**config.mk**
```make
export PLATFORM = sky130hd
export DESIGN_NAME = axilite_read_addr
export DESIGN_NICKNAME = d
export VERILOG_FILES = /design/src/rtl/axilite_pkg.sv /design/src/rtl/axilite_addr_fifo.sv /design/src/rtl/axilite_read_addr.sv
export SDC_FILE = /design/constraint.sdc
export NUM_CORES = 1
export LEC_CHECK = 0
export CAP_MARGIN = 15
export CORE_UTILIZATION = 40
export DETAILED_ROUTE_END_ITERATION = 8
export PLACE_DENSITY_LB_ADDON = 0.1
export RECOVER_POWER = 50
export SYNTH_ARGS = -nofsm -noshare
export SYNTH_HDL_FRONTEND = slang
export SYNTH_SLANG_ARGS = --single-unit
export TNS_END_PERCENT = 20
```
**constraint.sdc**
```tcl
create_clock -name clk -period 6.6 [get_ports clk]
set_clock_uncertainty 0.15 [all_clocks]
set_input_delay 0.66 -clock clk [delete_from_list [all_inputs] [get_ports clk]]
set_output_delay 0.66 -clock clk [all_outputs]
set_load 0.02 [all_outputs]
```
**src/rtl/axilite_pkg.sv**
```systemverilog
// -----------------------------------------------------------------------------
// axilite_pkg
// Shared definitions for the AXI4-Lite register-window slave: the AR-channel
// presentation states and the R/B response codes used by the read-data stage.
// No ports (package).
// -----------------------------------------------------------------------------
package axilite_pkg;

    // Presentation state of the AR front end.
    typedef enum logic [1:0] {
        ST_IDLE    = 2'd0,
        ST_PRESENT = 2'd1,
        ST_GAP     = 2'd2
    } ar_state_t;

    // AXI response codes.
    localparam logic [1:0] RESP_OKAY   = 2'd0;
    localparam logic [1:0] RESP_EXOKAY = 2'd1;
    localparam logic [1:0] RESP_SLVERR = 2'd2;
    localparam logic [1:0] RESP_DECERR = 2'd3;

endpackage

```
**src/rtl/axilite_addr_fifo.sv**
```systemverilog
// -----------------------------------------------------------------------------
// axilite_addr_fifo
// Generic DEPTH x WIDTH synchronous FIFO with registered storage and count.
// Ports:
//   clk, rst_n   clock, synchronous active-low reset
//   push, din    write request and data (ignored when full)
//   pop          read request (ignored when empty)
//   head         oldest entry, straight from the storage register
//   count        entries held
//   count_next   entries that will be held after this edge
//   full, empty  status flags derived from count
// -----------------------------------------------------------------------------
module axilite_addr_fifo #(
    parameter int WIDTH = 32,
    parameter int DEPTH = 2,
    parameter int PTR_W = $clog2(DEPTH)
) (
    input  logic             clk,
    input  logic             rst_n,
    input  logic             push,
    input  logic [WIDTH-1:0] din,
    input  logic             pop,
    output logic [WIDTH-1:0] head,
    output logic [PTR_W:0]   count,
    output logic [PTR_W:0]   count_next,
    output logic             full,
    output logic             empty
);

    localparam logic [PTR_W:0] DEPTH_C = (PTR_W+1)'(DEPTH);

    logic [WIDTH-1:0] mem [DEPTH];
    logic [PTR_W-1:0] wr_ptr;
    logic [PTR_W-1:0] rd_ptr;
    logic             push_ok;
    logic             pop_ok;

    assign full    = (count == DEPTH_C);
    assign empty   = (count == '0);
    assign push_ok = push && !full;
    assign pop_ok  = pop && !empty;
    assign head    = mem[rd_ptr];

    always_comb begin
        count_next = count;
        if (push_ok && !pop_ok) begin
            count_next = count + (PTR_W+1)'(1);
        end else if (!push_ok && pop_ok) begin
            count_next = count - (PTR_W+1)'(1);
        end
    end

    // Storage is cleared on reset so the head reads zero afterwards.
    always_ff @(posedge clk) begin
        if (!rst_n) begin
            for (int i = 0; i < DEPTH; i++) begin
                mem[i] <= '0;
            end
            wr_ptr <= '0;
            rd_ptr <= '0;
            count  <= '0;
        end else begin
            if (push_ok) begin
                mem[wr_ptr] <= din;
                wr_ptr      <= wr_ptr + PTR_W'(1);
            end
            if (pop_ok) begin
                rd_ptr <= rd_ptr + PTR_W'(1);
            end
            count <= count_next;
        end
    end

endmodule

```
**src/rtl/axilite_read_addr.sv**
```systemverilog
// -----------------------------------------------------------------------------
// axilite_read_addr
// AXI4-Lite AR channel front end. Buffers accepted read addresses and
// presents the head entry to the read-data stage, one at a time, retiring it
// when the R handshake for it completes. A one-cycle addr_good gap after each
// retire keeps the registered read-data stage from re-issuing a beat.
// Ports:
//   clk, rst_n     clock, synchronous active-low reset
//   araddr/arprot  AR payload (arprot is ignored)
//   arvalid/arready AR handshake; arready is a register
//   addr/addr_good head address and its qualifier, to the read-data stage
//   deassert_addr  rready from the read-data stage
//   rvalid_mon     rvalid from the read-data stage
//   outstanding    entries currently held
// -----------------------------------------------------------------------------
module axilite_read_addr
    import axilite_pkg::*;
#(
    parameter int ADDR_SIZE = 32,
    parameter int DEPTH     = 2,
    parameter int PTR_W     = $clog2(DEPTH)
) (
    input  logic                 clk,
    input  logic                 rst_n,
    input  logic [ADDR_SIZE-1:0] araddr,
    input  logic [2:0]           arprot,
    input  logic                 arvalid,
    output logic                 arready,
    output logic [ADDR_SIZE-1:0] addr,
    output logic                 addr_good,
    input  logic                 deassert_addr,
    input  logic                 rvalid_mon,
    output logic [PTR_W:0]       outstanding
);

    localparam logic [PTR_W:0] DEPTH_C = (PTR_W+1)'(DEPTH);

    ar_state_t      state;
    ar_state_t      state_next;
    logic           push;
    logic           retire;
    logic [PTR_W:0] count;
    logic [PTR_W:0] count_next;
    logic           fifo_full;
    logic           fifo_empty;
    logic           unused_bits;

    assign unused_bits = ^{arprot, fifo_full, fifo_empty};

    assign push        = arvalid && arready;
    assign addr_good   = (state == ST_PRESENT);
    assign retire      = addr_good && rvalid_mon && deassert_addr;
    assign outstanding = count;

    axilite_addr_fifo #(
        .WIDTH (ADDR_SIZE),
        .DEPTH (DEPTH),
        .PTR_W (PTR_W)
    ) u_fifo (
        .clk        (clk),
        .rst_n      (rst_n),
        .push       (push),
        .din        (araddr),
        .pop        (retire),
        .head       (addr),
        .count      (count),
        .count_next (count_next),
        .full       (fifo_full),
        .empty      (fifo_empty)
    );

    // Decisions look at count_next so an entry pushed this cycle is presented
    // on the very next cycle.
    always_comb begin
        state_next = state;
        case (state)
            ST_IDLE:    if (count_next != '0) state_next = ST_PRESENT;
            ST_PRESENT: if (retire)           state_next = ST_GAP;
            ST_GAP:     state_next = (count_next != '0) ? ST_PRESENT : ST_IDLE;
            default:    state_next = ST_IDLE;
        endcase
    end

    always_ff @(posedge clk) begin
        if (!rst_n) begin
            state   <= ST_IDLE;
            arready <= 1'b1;
        end else begin
            state   <= state_next;
            arready <= (count_next != DEPTH_C);
        end
    end

endmodule

```
* After elaboration in Yosys (flattened, before gate mapping)
Memories as Yosys holds them, arrays and structs flattened. A register that Yosys moved wholly into a read port is not among the register bits.
Index checks and enable logic that the tools add are counted.
** Operators by class
- $add $sub $neg :: 4
- Mux-type cells :: 15
- Equality and inequality tests :: 6
- Reduce and logical (&&, ||, !) cells :: 16
** Operators with widths (number)
- 32-bit two-way mux :: 1
- 32-bit OR reduction :: 1
- 1-bit two-way mux :: 9
- 2-bit two-way mux :: 4
- 1-bit logical AND :: 7
- 2-bit one-hot mux with 3 select lines :: 1
- 2-bit equality test, second input constant :: 2
- 1-bit logical NOT :: 4
- 2-bit logical NOT :: 2
- 2-bit inequality test, second input constant :: 2
- 1-bit adder, second input constant :: 2
- 2-bit by 1-bit adder with 2-bit output, second input constant :: 1
- 2-bit by 1-bit equality test with 1-bit output, second input constant :: 1
- 2-bit by 1-bit inequality test with 1-bit output, second input constant :: 1
- 2-bit AND reduction :: 1
- 2-bit nonzero test :: 1
- 2-bit by 1-bit subtractor with 2-bit output, second input constant :: 1
** Word-level totals
- Register bits after elaboration :: 7
- Memories :: 1
- Bits of input ports :: 40
- Word-level logic and storage cells :: 47
- Bits in writable memories :: 64
- Output and inout bits :: 36
** Memory list
- u_fifo.mem :: depth 2, bits a word 32, read ports 1, clocked after memory_dff 1, wr ports 2, RTL line axilite_addr_fifo.sv:32 : logic [WIDTH-1:0] mem [DEPTH];

* Depth between registers and ports, before layout
Gate-level depths: netlist of run 1.
- Depth in word-level cells :: 10
- Mapped depth :: 7
- Depth with buffers taken out :: 6

* Hierarchy
A second synthesis of run 1 with hierarchy kept.
** Unflattened totals
- Cell total of the unflattened synthesis :: 215
- Area total of the unflattened synthesis :: 3186.8 sq um
** Modules (own cells, without submodules)
- axilite_addr_fifo :: sequential area each 2021.9 sq um, cells an instance 204, area an instance 3067.9 sq um, times used 1
- axilite_read_addr :: sequential area each 60.1 sq um, cells an instance 11, area an instance 118.9 sq um, times used 1

* Least setup slack after synthesis of run 1
OpenSTA, ideal clock, no wires.
- Kind :: register -> register
- From :: reg u_fifo.count[0]
- To :: mem u_fifo.mem[0][0], enable pin
- Path buffers :: 0
- Data required time :: 5984 ps
- Period minus slack after synthesis :: 3869 ps
- Setup time :: 466 ps
- Cell stages (with the launch flop) :: 5
- Arrival :: 3253 ps
- Slack :: 2731 ps
- Cells stage by stage :: dfxtp_1 > inv_1 > ha_1 > nand3b_1 > o21ai_0
** RTL lines
- start, declared :: RTL line axilite_addr_fifo.sv:24 : output logic [PTR_W:0] count,
- start signal, assigned :: RTL line axilite_addr_fifo.sv:70 : count <= count_next;
- end, declared :: RTL line axilite_addr_fifo.sv:32

==> results of run 1 <==
## critical path, delay by kind of cell
family	cells	cell delay (ps)
and+or+nand+nor	2	2710
buffers and inverters	2	890
## cells by family (layout without fill, tap and decap cells)
family / after synthesis / in the layout / share of synthesized area
mux: 32 / 32 / 0.114
simple gates: 85 / 85 / 0.171
compound gates: 7 / 7 / 0.0166
buf+inv: 15 / 92 / 0.0205
fa+ha+maj: 2 / 2 / 0.00790
xor+xnor: 3 / 3 / 0.0126
flops: 72 / 72 / 0.657
## stage by stage
step	power, mW	util
after floorplan	0.979	-
after global placement	1.20	0.519
after detailed placement	1.21	0.519
after CTS	1.53	0.542
after global routing	1.57	0.537
final	1.50	0.537
## metal layers
metal	up-vias	part of all wire	global-route usage	routed length [microns]
li1	911	-	-	-
met5	-	0	0	0
met3	10	0.039	0.0285	221
met4	0	0.015	0.0675	86
met1	894	0.43	0.177	2470
met2	47	0.51	0.252	2940
## cell type report
class,count,share of cell area
tap,102,0.0309
sequential,72,0.505
clock inverter,5,0.0118
multi-input combinational,129,0.243
clock buffer,10,0.0309
inverter,4,0.00364
timing repair buffer,73,0.175
## registers in the layout, summed over array words and instances, names as in the netlist, named ones only
name,flops
u_fifo.mem,64
state,2
u_fifo.count,2
arready,1
u_fifo.rd_ptr,1
u_fifo.wr_ptr,1
## power by group through the flow
stage	combinational [mW]	sequential (mW)	clock, mW
global placement	0.529	0.673	0
detailed placement	0.528	0.677	0
floorplan	0.309	0.670	0
global route	0.552	0.675	0.345
CTS	0.532	0.668	0.330
finish	0.513	0.661	0.323
## cells in the final DEF (no fill, tap or decap), types with 3 or more instances in the layout
cell type / count
clkdlybuf4s50_1: 66
edfxtp_1: 64
and2_1: 45
mux2_2: 30
and2_0: 19
clkbuf_8: 9
dfxtp_1: 7
nor2_1: 6
dlygate4sd3_1: 6
inv_1: 4
clkinv_2: 3
## path summary, 6_finish.rpt
check	cells past startpoint	startpoint	slack (ps)	to
min	1	state[0]	330	state[0]
max	4	rst_n	2360	u_fifo.mem[0][5]
min reg2reg	1	state[0]	330	state[0]
max reg2reg	5	u_fifo.count[0]	2670	u_fifo.mem[0][19]
==> summary.md, run 1 <==
| Metric | Value |
|---|---|
| Result of the run | `complete, but fails checks` |
| Violations in the final reports | `capacitance limit, slew limit` |
| Post-synth ARST share | `0` |
| Clock group share of total power | `0.215` |
| Required time of the critical path | `6630 ps` |
| Drt first pass iters | `4` |
| Synth cell count leaders | `and2_1, edfxtp_1, mux2_2` |
| Placement Setup Slack | `2700 ps` |
| Floorplan Core Area | `7690 sq um` |
| Ratio of cells with drive above 1 in the final layout | `0.157` |
| Insertion delay to the later sink of the worst-skew pair | `330 ps` |
| Yosys top cell by area | `edfxtp_1` |
| Maxcap violations | `2` |
| Final critical-path required period | `4240 ps` |
| Layout filler cell count | `680` |
| Sequential share of power | `0.442` |
| Path type of the worst min-delay path | `register to register` |
| Top flip-flop cell by instance count after synthesis | `edfxtp_1` |
| Row cnt | `32` |
| Maximum number of pins on one net before global-route repair | `34` |
| Critical-path maximum fanout | `32` |
| Fraction of synthesized cell area taken by the top area cell type | `0.607` |
| Tightest hold margin | `329 ps` |
| Area taken by flip-flops and latches | `2080 sq um` |
| Leakage power figure | `1.54 nW` |
| Final worst slack | `2360 ps` |
| Startpoint types | `input pin` |
| CTS tree | `built` |
| Die Area | `8280 sq um` |
| Die Ht | `91.0 microns` |
| Final-stage net count | `331` |
| Routed WL per cell | `14.5 microns` |
| Setup repair after global routing missed its margin | `false` |
| Cell-internal power | `1.05 mW` |
| CTS Sinks | `72` |
| # setup viols final | `0` |
| WP data arrival | `4270 ps` |
| Biggest cell delay along the critical path | `2380 ps` |
| Fmax | `236 MHz` |
| Worst-margin pin slew | `3090 ps` |
| Slew Limit Fails | `48` |
| Top post-synthesis cells by area | `edfxtp_1, and2_1, mux2_2` |
| Area overhead of the layout relative to synthesis | `30.4%` |
| Summed instance area of the synthesized netlist | `3170 sq um` |
| Net Count, Synth | `258` |
| Via count of the first global-routing pass | `1876` |
| Switching Share | `0.299` |
| Total instance count after detailed placement | `379` |
| Remaining antenna violation count after routing | `0` |
| Endpoints failing hold | `0` |
| Final std cell area, no fill | `4130 sq um` |
| Critical Path Slowest Stage Cell | `nor3_1` |
| Total GRT Usage | `0.146` |
| DRC viols | `0` |
| Maximum buffer depth of the clock tree | `2` |
| I/O pin count | `76` |
| Number of port buffers | `72` |
| Relative max-transition margin | `-1.08` |
| Share of power burned in combinational logic | `0.343` |
| Leftover overflow at the end of global routing | `0` |
| Setup TNS Final | `0 ps` |
| Psw | `0.447 mW` |
| Area of the multi-input gates | `1000 sq um` |
| Count of distinct cell types in the synthesized netlist | `32` |
| Detail Placement HPWL | `3.34 mm` |
| Drt initial violations | `40` |
| Post-synthesis area per instance | `14.7 sq um` |
| Antenna violations before repair | `0` |
| Total length of routed wires | `5.72 mm` |
| Placer Congestion | `0.819` |
| Total power density per cell area | `363 nW/um^2` |
| Max VDD drop | `163 uV` |
| Kind of end point of the critical path | `register` |
| Hold buffer count at cts | `0` |
| Clock transition at the register clock pins on the worst setup and hold paths after CTS | `70 ps` |
| Resized cells post-CTS | `0` |
| Post-route clock period utilization | `0.642` |
| Number of clock buffers inserted by TritonCTS | `9` |
| Post CTS Setup Buffer Count | `0` |
| Number of warning messages in the yosys log | `0` |
| Root Buffer | `clkbuf_8` |
| Synthesized flop and latch total | `72` |
| Post-DP Area | `3990 sq um` |
| Gate Count Post-Synth | `216` |
| Critical path type | `input pin to register` |
| Number of vias after detailed routing | `1862` |
| Count of inserted antenna diode cells | `0` |
| Initial core utilization | `0.412` |
| EDFF count, synth | `64` |
| Via density per instance | `4.71` |
| Wire length of the first global-routing pass | `9.11 mm` |
| Sequential-to-total area share from yosys stat | `0.657` |
| Die W | `91.0 microns` |
| H-tree level count | `3` |
| Critical path cell sequence | `dlygate4sd3_1, inv_1, nor3_1, and2_1` |
| Final non-filler cell total | `395` |
Power figures use the tool's default switching activity.
==> run 2, diff against run 1 <==
==> constraint.sdc (replaced) <==
create_clock -name clk -period 3.81 [get_ports clk]
set_clock_uncertainty 0.15 [all_clocks]
set_input_delay 0.381 -clock clk [delete_from_list [all_inputs] [get_ports clk]]
set_output_delay 0.381 -clock clk [all_outputs]
set_load 0.02 [all_outputs]
==> summary.md, run 2 (same netlist as run 1, synthesis figures left out) <==
| Metric | Value |
|---|---|
| Result of the run | `completed` |
| CTS tree | `built` |
| Setup repair after global routing missed its margin | `false` |
| Total length of routed wires | `5.75 mm` |
| Resized cells post-CTS | `0` |
| Remaining antenna violation count after routing | `0` |
| Met2 track utilization from global routing | `0.239` |
| Final-stage net count | `334` |
| Biggest cell delay along the critical path | `980 ps` |
| Worst-margin pin slew | `1350 ps` |
| Total GRT Usage | `0.150` |
| Ratio of cells with drive above 1 in the final layout | `0.165` |
| Post-route clock period utilization | `0.754` |
| Met1 GRT Util | `0.189` |
| Critical path cell sequence | `inv_1, ha_1, and3b_1, and3_1, clkbuf_1, and2_1` |
| Required time of the critical path | `3860 ps` |
| Max reg flops | `64` |
| Final critical-path required period | `2870 ps` |
| Total power density per cell area | `617 nW/um^2` |
| Critical-path maximum fanout | `32` |
| Number of port buffers | `72` |
| Die W | `91.0 microns` |
| Largest register by flop count | `u_fifo.mem` |
| Area overhead of the layout relative to synthesis | `31.6%` |
| Post CTS Setup Buffer Count | `0` |
| Kind of end point of the critical path | `register` |
| Critical path type | `register to register` |
| Relative max-transition margin | `0.0974` |
| Final core area utilization | `0.542` |
| Via count of the first global-routing pass | `1832` |
| Maximum buffer depth of the clock tree | `2` |
| Row cnt | `32` |
| Commonest non-fill, non-tap cells in the layout | `clkdlybuf4s50_1, edfxtp_1, and2_1, mux2_2, clkbuf_8` |
| Number of clock buffers inserted by TritonCTS | `9` |
| WP data arrival | `2920 ps` |
| Path type of the worst min-delay path | `register to register` |
| Worst-case reg-to-reg path depth | `6` |
| Critical Path Slowest Stage Cell | `clkbuf_1` |
| Detail Placement HPWL | `3.52 mm` |
| Placer Congestion | `0.745` |
| Count of cells along the worst hold path | `2` |
| Start point of the critical path | `u_fifo.count[0]` |
| Antenna violations before repair | `0` |
| Area taken by flip-flops and latches | `2080 sq um` |
| DRC viols | `0` |
| Leftover overflow at the end of global routing | `0` |
| Clock transition at the register clock pins on the worst setup and hold paths after CTS | `60 ps` |
| Endpoints failing hold | `0` |
| Count of inserted antenna diode cells | `0` |
| # setup viols final | `0` |
| Most used routing layer | `met2` |
| Leakage power figure | `1.57 nW` |
| Setup TNS Final | `0 ps` |
| Drt first pass iters | `4` |
| Drt initial violations | `77` |
| Number of vias after detailed routing | `1889` |
| Layout filler cell count | `662` |
| H-tree level count | `3` |
| Wire length of the first global-routing pass | `9.26 mm` |
| Insertion delay to the later sink of the worst-skew pair | `330 ps` |
| Floorplan Core Area | `7690 sq um` |
| CTS Sinks | `72` |
| Global routing met3 resource utilization | `0.0352` |
| Area of the multi-input gates | `1030 sq um` |
| Fmax | `348 MHz` |
| Startpoint types | `register` |
| Root Buffer | `clkbuf_8` |
| Maximum number of pins on one net before global-route repair | `33` |
| Die Area | `8280 sq um` |
| Via density per instance | `4.73` |
| Reg-to-reg startpoint | `u_fifo.count[0]` |
| Routed WL per cell | `14.4 microns` |
| Maxcap violations | `0` |
| Initial core utilization | `0.412` |
| Critical hold path startpoint | `u_fifo.rd_ptr` |
| Slew Limit Fails | `0` |
| Most common library cell in the layout ignoring fill and taps | `clkdlybuf4s50_1` |
| Hold buffer count at cts | `0` |
| Registers with the most flip-flops | `u_fifo.mem: 64 flops, state: 2 flops, u_fifo.count: 2 flops` |
| Die Ht | `91.0 microns` |
| I/O pin count | `76` |
| Max VDD drop | `312 uV` |
run 2: cell types whose count changed in the layout (fill, tap and decap cells not counted), sizes merged:
cell	previous run	this run
dlygate4sd3	6	5
clkdlybuf4s50	66	67
clkbuf	11	16
bufinv	1	0
buf	0	2
clkinv	4	2
run 2: routing by layer:
metal  vias to the layer above  share of wire
li1                        917              -
met1                       919           0.44
met2                        43           0.50
met3                        10          0.041
met4                         0          0.022
met5                         -              0
run 2: worst max-delay path, delay by kind of cell (launching register included):
family	cells	cell delay [ps]
buffers and inverters	2	1070
and+or+nand+nor	3	860
DFF	1	410
adders and majority gates	1	210
run 2: final timing paths:
kind / slack, ps / endpoint
setup reg to reg: 940 / u_fifo.mem[1][1]
hold / removal: 380 / u_fifo.rd_ptr
hold reg to reg: 380 / u_fifo.rd_ptr
setup / recovery: 940 / u_fifo.mem[1][1]
run 2: power breakdown:
group          total (mW)  switching [mW]  internal (mW)
combinational       0.911           0.456          0.455
sequential           1.14          0.0606           1.08
clock               0.523           0.254          0.269
total                2.57           0.771           1.80
run 2: area by class of cell:
| cell class | instances | area share |
|---|---|---|
| sequential | 72 | 0.500 |
| timing repair buffer | 76 | 0.179 |
| multi-input combinational | 129 | 0.247 |
| inverter | 4 | 0.00360 |
| tap | 102 | 0.0306 |
| clock buffer | 14 | 0.0390 |
| clock inverter | 2 | 0.00180 |
run 2: per-stage QoR:
stage | instances | worst slack [ps] | total power [mW] | hold WS, ps | area, sq um
after CTS | 399 | 1010 | 2.63 | 382 | 4190
after global placement | 383 | 1110 | 2.09 | 353 | 4020
final | 399 | 939 | 2.57 | 380 | 4170
after detailed placement | 383 | 1090 | 2.10 | 357 | 4020
after floorplan | 216 | 804 | 1.69 | 305 | 3170
after global routing | 399 | 641 | 2.71 | 415 | 4170
==> run 3, diff against run 2 <==
==> constraint.sdc (replaced) <==
create_clock -name clk -period 2.6 [get_ports clk]
set_clock_uncertainty 0.15 [all_clocks]
set_input_delay 0.26 -clock clk [delete_from_list [all_inputs] [get_ports clk]]
set_output_delay 0.26 -clock clk [all_outputs]
set_load 0.02 [all_outputs]
==> summary.md, run 3 (same netlist as run 1, synthesis figures left out) <==
| Metric | Value |
|---|---|
| Reg-to-reg startpoint | `u_fifo.count[0]` |
| Largest register by flop count | `u_fifo.mem` |
| Most common library cell in the layout ignoring fill and taps | `clkdlybuf4s50_1` |
| Placer Congestion | `0.750` |
| Max VDD drop | `392 uV` |
| Post CTS Setup Buffer Count | `0` |
| Overall power consumption | `3.96 mW` |
| Maxcap violations | `0` |
| Commonest non-fill, non-tap cells in the layout | `clkdlybuf4s50_1, edfxtp_1, and2_1, mux2_2, and2_0` |
| Drt first pass iters | `4` |
| Worst-case reg-to-reg path depth | `6` |
| Via density per instance | `4.72` |
| Critical hold path startpoint | `u_fifo.rd_ptr` |
| WP data arrival | `1840 ps` |
| Drt initial violations | `69` |
| Count of inserted antenna diode cells | `0` |
| Detail Placement HPWL | `3.71 mm` |
| # setup viols final | `0` |
| Number of vias after detailed routing | `1907` |
| Total power density per cell area | `931 nW/um^2` |
| Share of power burned in combinational logic | `0.343` |
| I/O pin count | `76` |
| Registers with the most flip-flops | `u_fifo.mem: 64 flops, state: 2 flops, u_fifo.count: 2 flops` |
| Cell-internal power | `2.79 mW` |
| Count of cells along the worst hold path | `2` |
| Total GRT Usage | `0.153` |
| CTS Sinks | `72` |
| Sequential share of power | `0.420` |
| Die Area | `8280 sq um` |
| Final non-filler cell total | `404` |
| Wire length of the first global-routing pass | `9.45 mm` |
| Critical path type | `register to primary output` |
| Endpoint, Worst Hold | `u_fifo.rd_ptr` |
| Final-stage net count | `339` |
| Area overhead of the layout relative to synthesis | `34.3%` |
| Insertion delay to the later sink of the worst-skew pair | `340 ps` |
| CTS tree | `built` |
| Row cnt | `32` |
| Kind of end point of the critical path | `primary output` |
| Setup repair after global routing missed its margin | `false` |
| Number of port buffers | `72` |
| Final core area utilization | `0.553` |
| Register-to-Register Setup Slack | `380 ps` |
| Leakage power figure | `1.61 nW` |
| Antenna violations before repair | `0` |
| Remaining antenna violation count after routing | `0` |
| Final std cell area, no fill | `4250 sq um` |
| Total instance count after detailed placement | `388` |
| Endpoints failing hold | `0` |
| Number of clock buffers inserted by TritonCTS | `9` |
| Worst-margin pin slew | `558 ps` |
| Result of the run | `completed` |
| Leftover overflow at the end of global routing | `0` |
| Ratio of cells with drive above 1 in the final layout | `0.189` |
| DRC viols | `0` |
| Initial core utilization | `0.412` |
| Post-route clock period utilization | `0.865` |
| Via count of the first global-routing pass | `1937` |
| Post-DP Area | `4070 sq um` |
| Max reg flops | `64` |
| Root Buffer | `clkbuf_8` |
| Die Ht | `91.0 microns` |
| Die W | `91.0 microns` |
| Maximum number of pins on one net before global-route repair | `33` |
| Clock transition at the register clock pins on the worst setup and hold paths after CTS | `70 ps` |
| Relative max-transition margin | `0.628` |
| Slew Limit Fails | `0` |
| Required time of the critical path | `2190 ps` |
| Crit Reg-Reg Endpoint | `u_fifo.mem[0][14]` |
| Hold buffer count at cts | `0` |
| Clock group share of total power | `0.237` |
| Path type of the worst min-delay path | `register to register` |
| Floorplan Core Area | `7690 sq um` |
| Tightest hold margin | `366 ps` |
| Setup TNS Final | `0 ps` |
| Critical-path maximum fanout | `32` |
| Routed WL per cell | `14.4 microns` |
| Total length of routed wires | `5.83 mm` |
| H-tree level count | `3` |
| Maximum buffer depth of the clock tree | `2` |
| Placement Setup Slack | `443 ps` |
| Startpoint types | `register` |
| Psw | `1.17 mW` |
| Resized cells post-CTS | `0` |
| Final worst slack | `350 ps` |
| Switching Share | `0.296` |
| Final critical-path required period | `2250 ps` |
| Fmax | `444 MHz` |
run 3: cell count changes in the layout (fill, tap and decap cells not counted), moves of 2 or more:
cell / previous run / this run
clkbuf_1: 4 / 2
clkbuf_8: 11 / 9
buf_4: 2 / 4
clkinv_2: 0 / 3
and2_1: 55 / 53
and2_0: 9 / 11
bufinv_16: 0 / 2
run 3: worst max-delay path: stages (launching register included):
cell and delay (ps):
dfxtp_1 360, buf_12 230, mux2_2 350, clkdlybuf4s50_1 550
run 3: how the worst max path moves through the flow:
stage / start / to / slack [ps] / cells after the start
6_report: register / addr[27] / 350 / 3
5_1_grt: u_fifo.count[0] / u_fifo.mem[0][24] / 140 / 6
4_1_cts: register / addr[11] / 320 / 3
3_5_place_dp: arvalid / u_fifo.mem[1][5] / 440 / 5
3_3_place_gp: arvalid / u_fifo.mem[1][25] / 470 / 5
2_1_floorplan: u_fifo.count[0] / u_fifo.mem[1][0] / -130 / 6
run 3: per-layer routing:
metal,up-vias,global-route usage,wire [microns]
li1,929,-,-
met1,924,0.173,2430
met2,46,0.268,3010
met3,8,0.0461,314
met4,0,0.0675,72
met5,-,0,0
run 3: final cells by class:
type | instances | area (sq um)
Timing Repair Buffer | 81 | 788
Clock buffer | 9 | 124
Sequential cell | 72 | 2080
Fill cell | 681 | 3440
Tap cell | 102 | 128
Inverter | 4 | 15.0
Clock inverter | 7 | 86.3
Multi-Input combinational cell | 129 | 1030
run 3: power by group through the flow:
stage | clock [mW] | combinational [mW] | sequential (mW)
2_1_floorplan | 0 | 0.788 | 1.70
3_3_place_gp | 0 | 1.40 | 1.68
3_5_place_dp | 0 | 1.41 | 1.70
4_1_cts | 0.966 | 1.41 | 1.67
5_1_grt | 1.01 | 1.46 | 1.70
6_report | 0.938 | 1.36 | 1.66
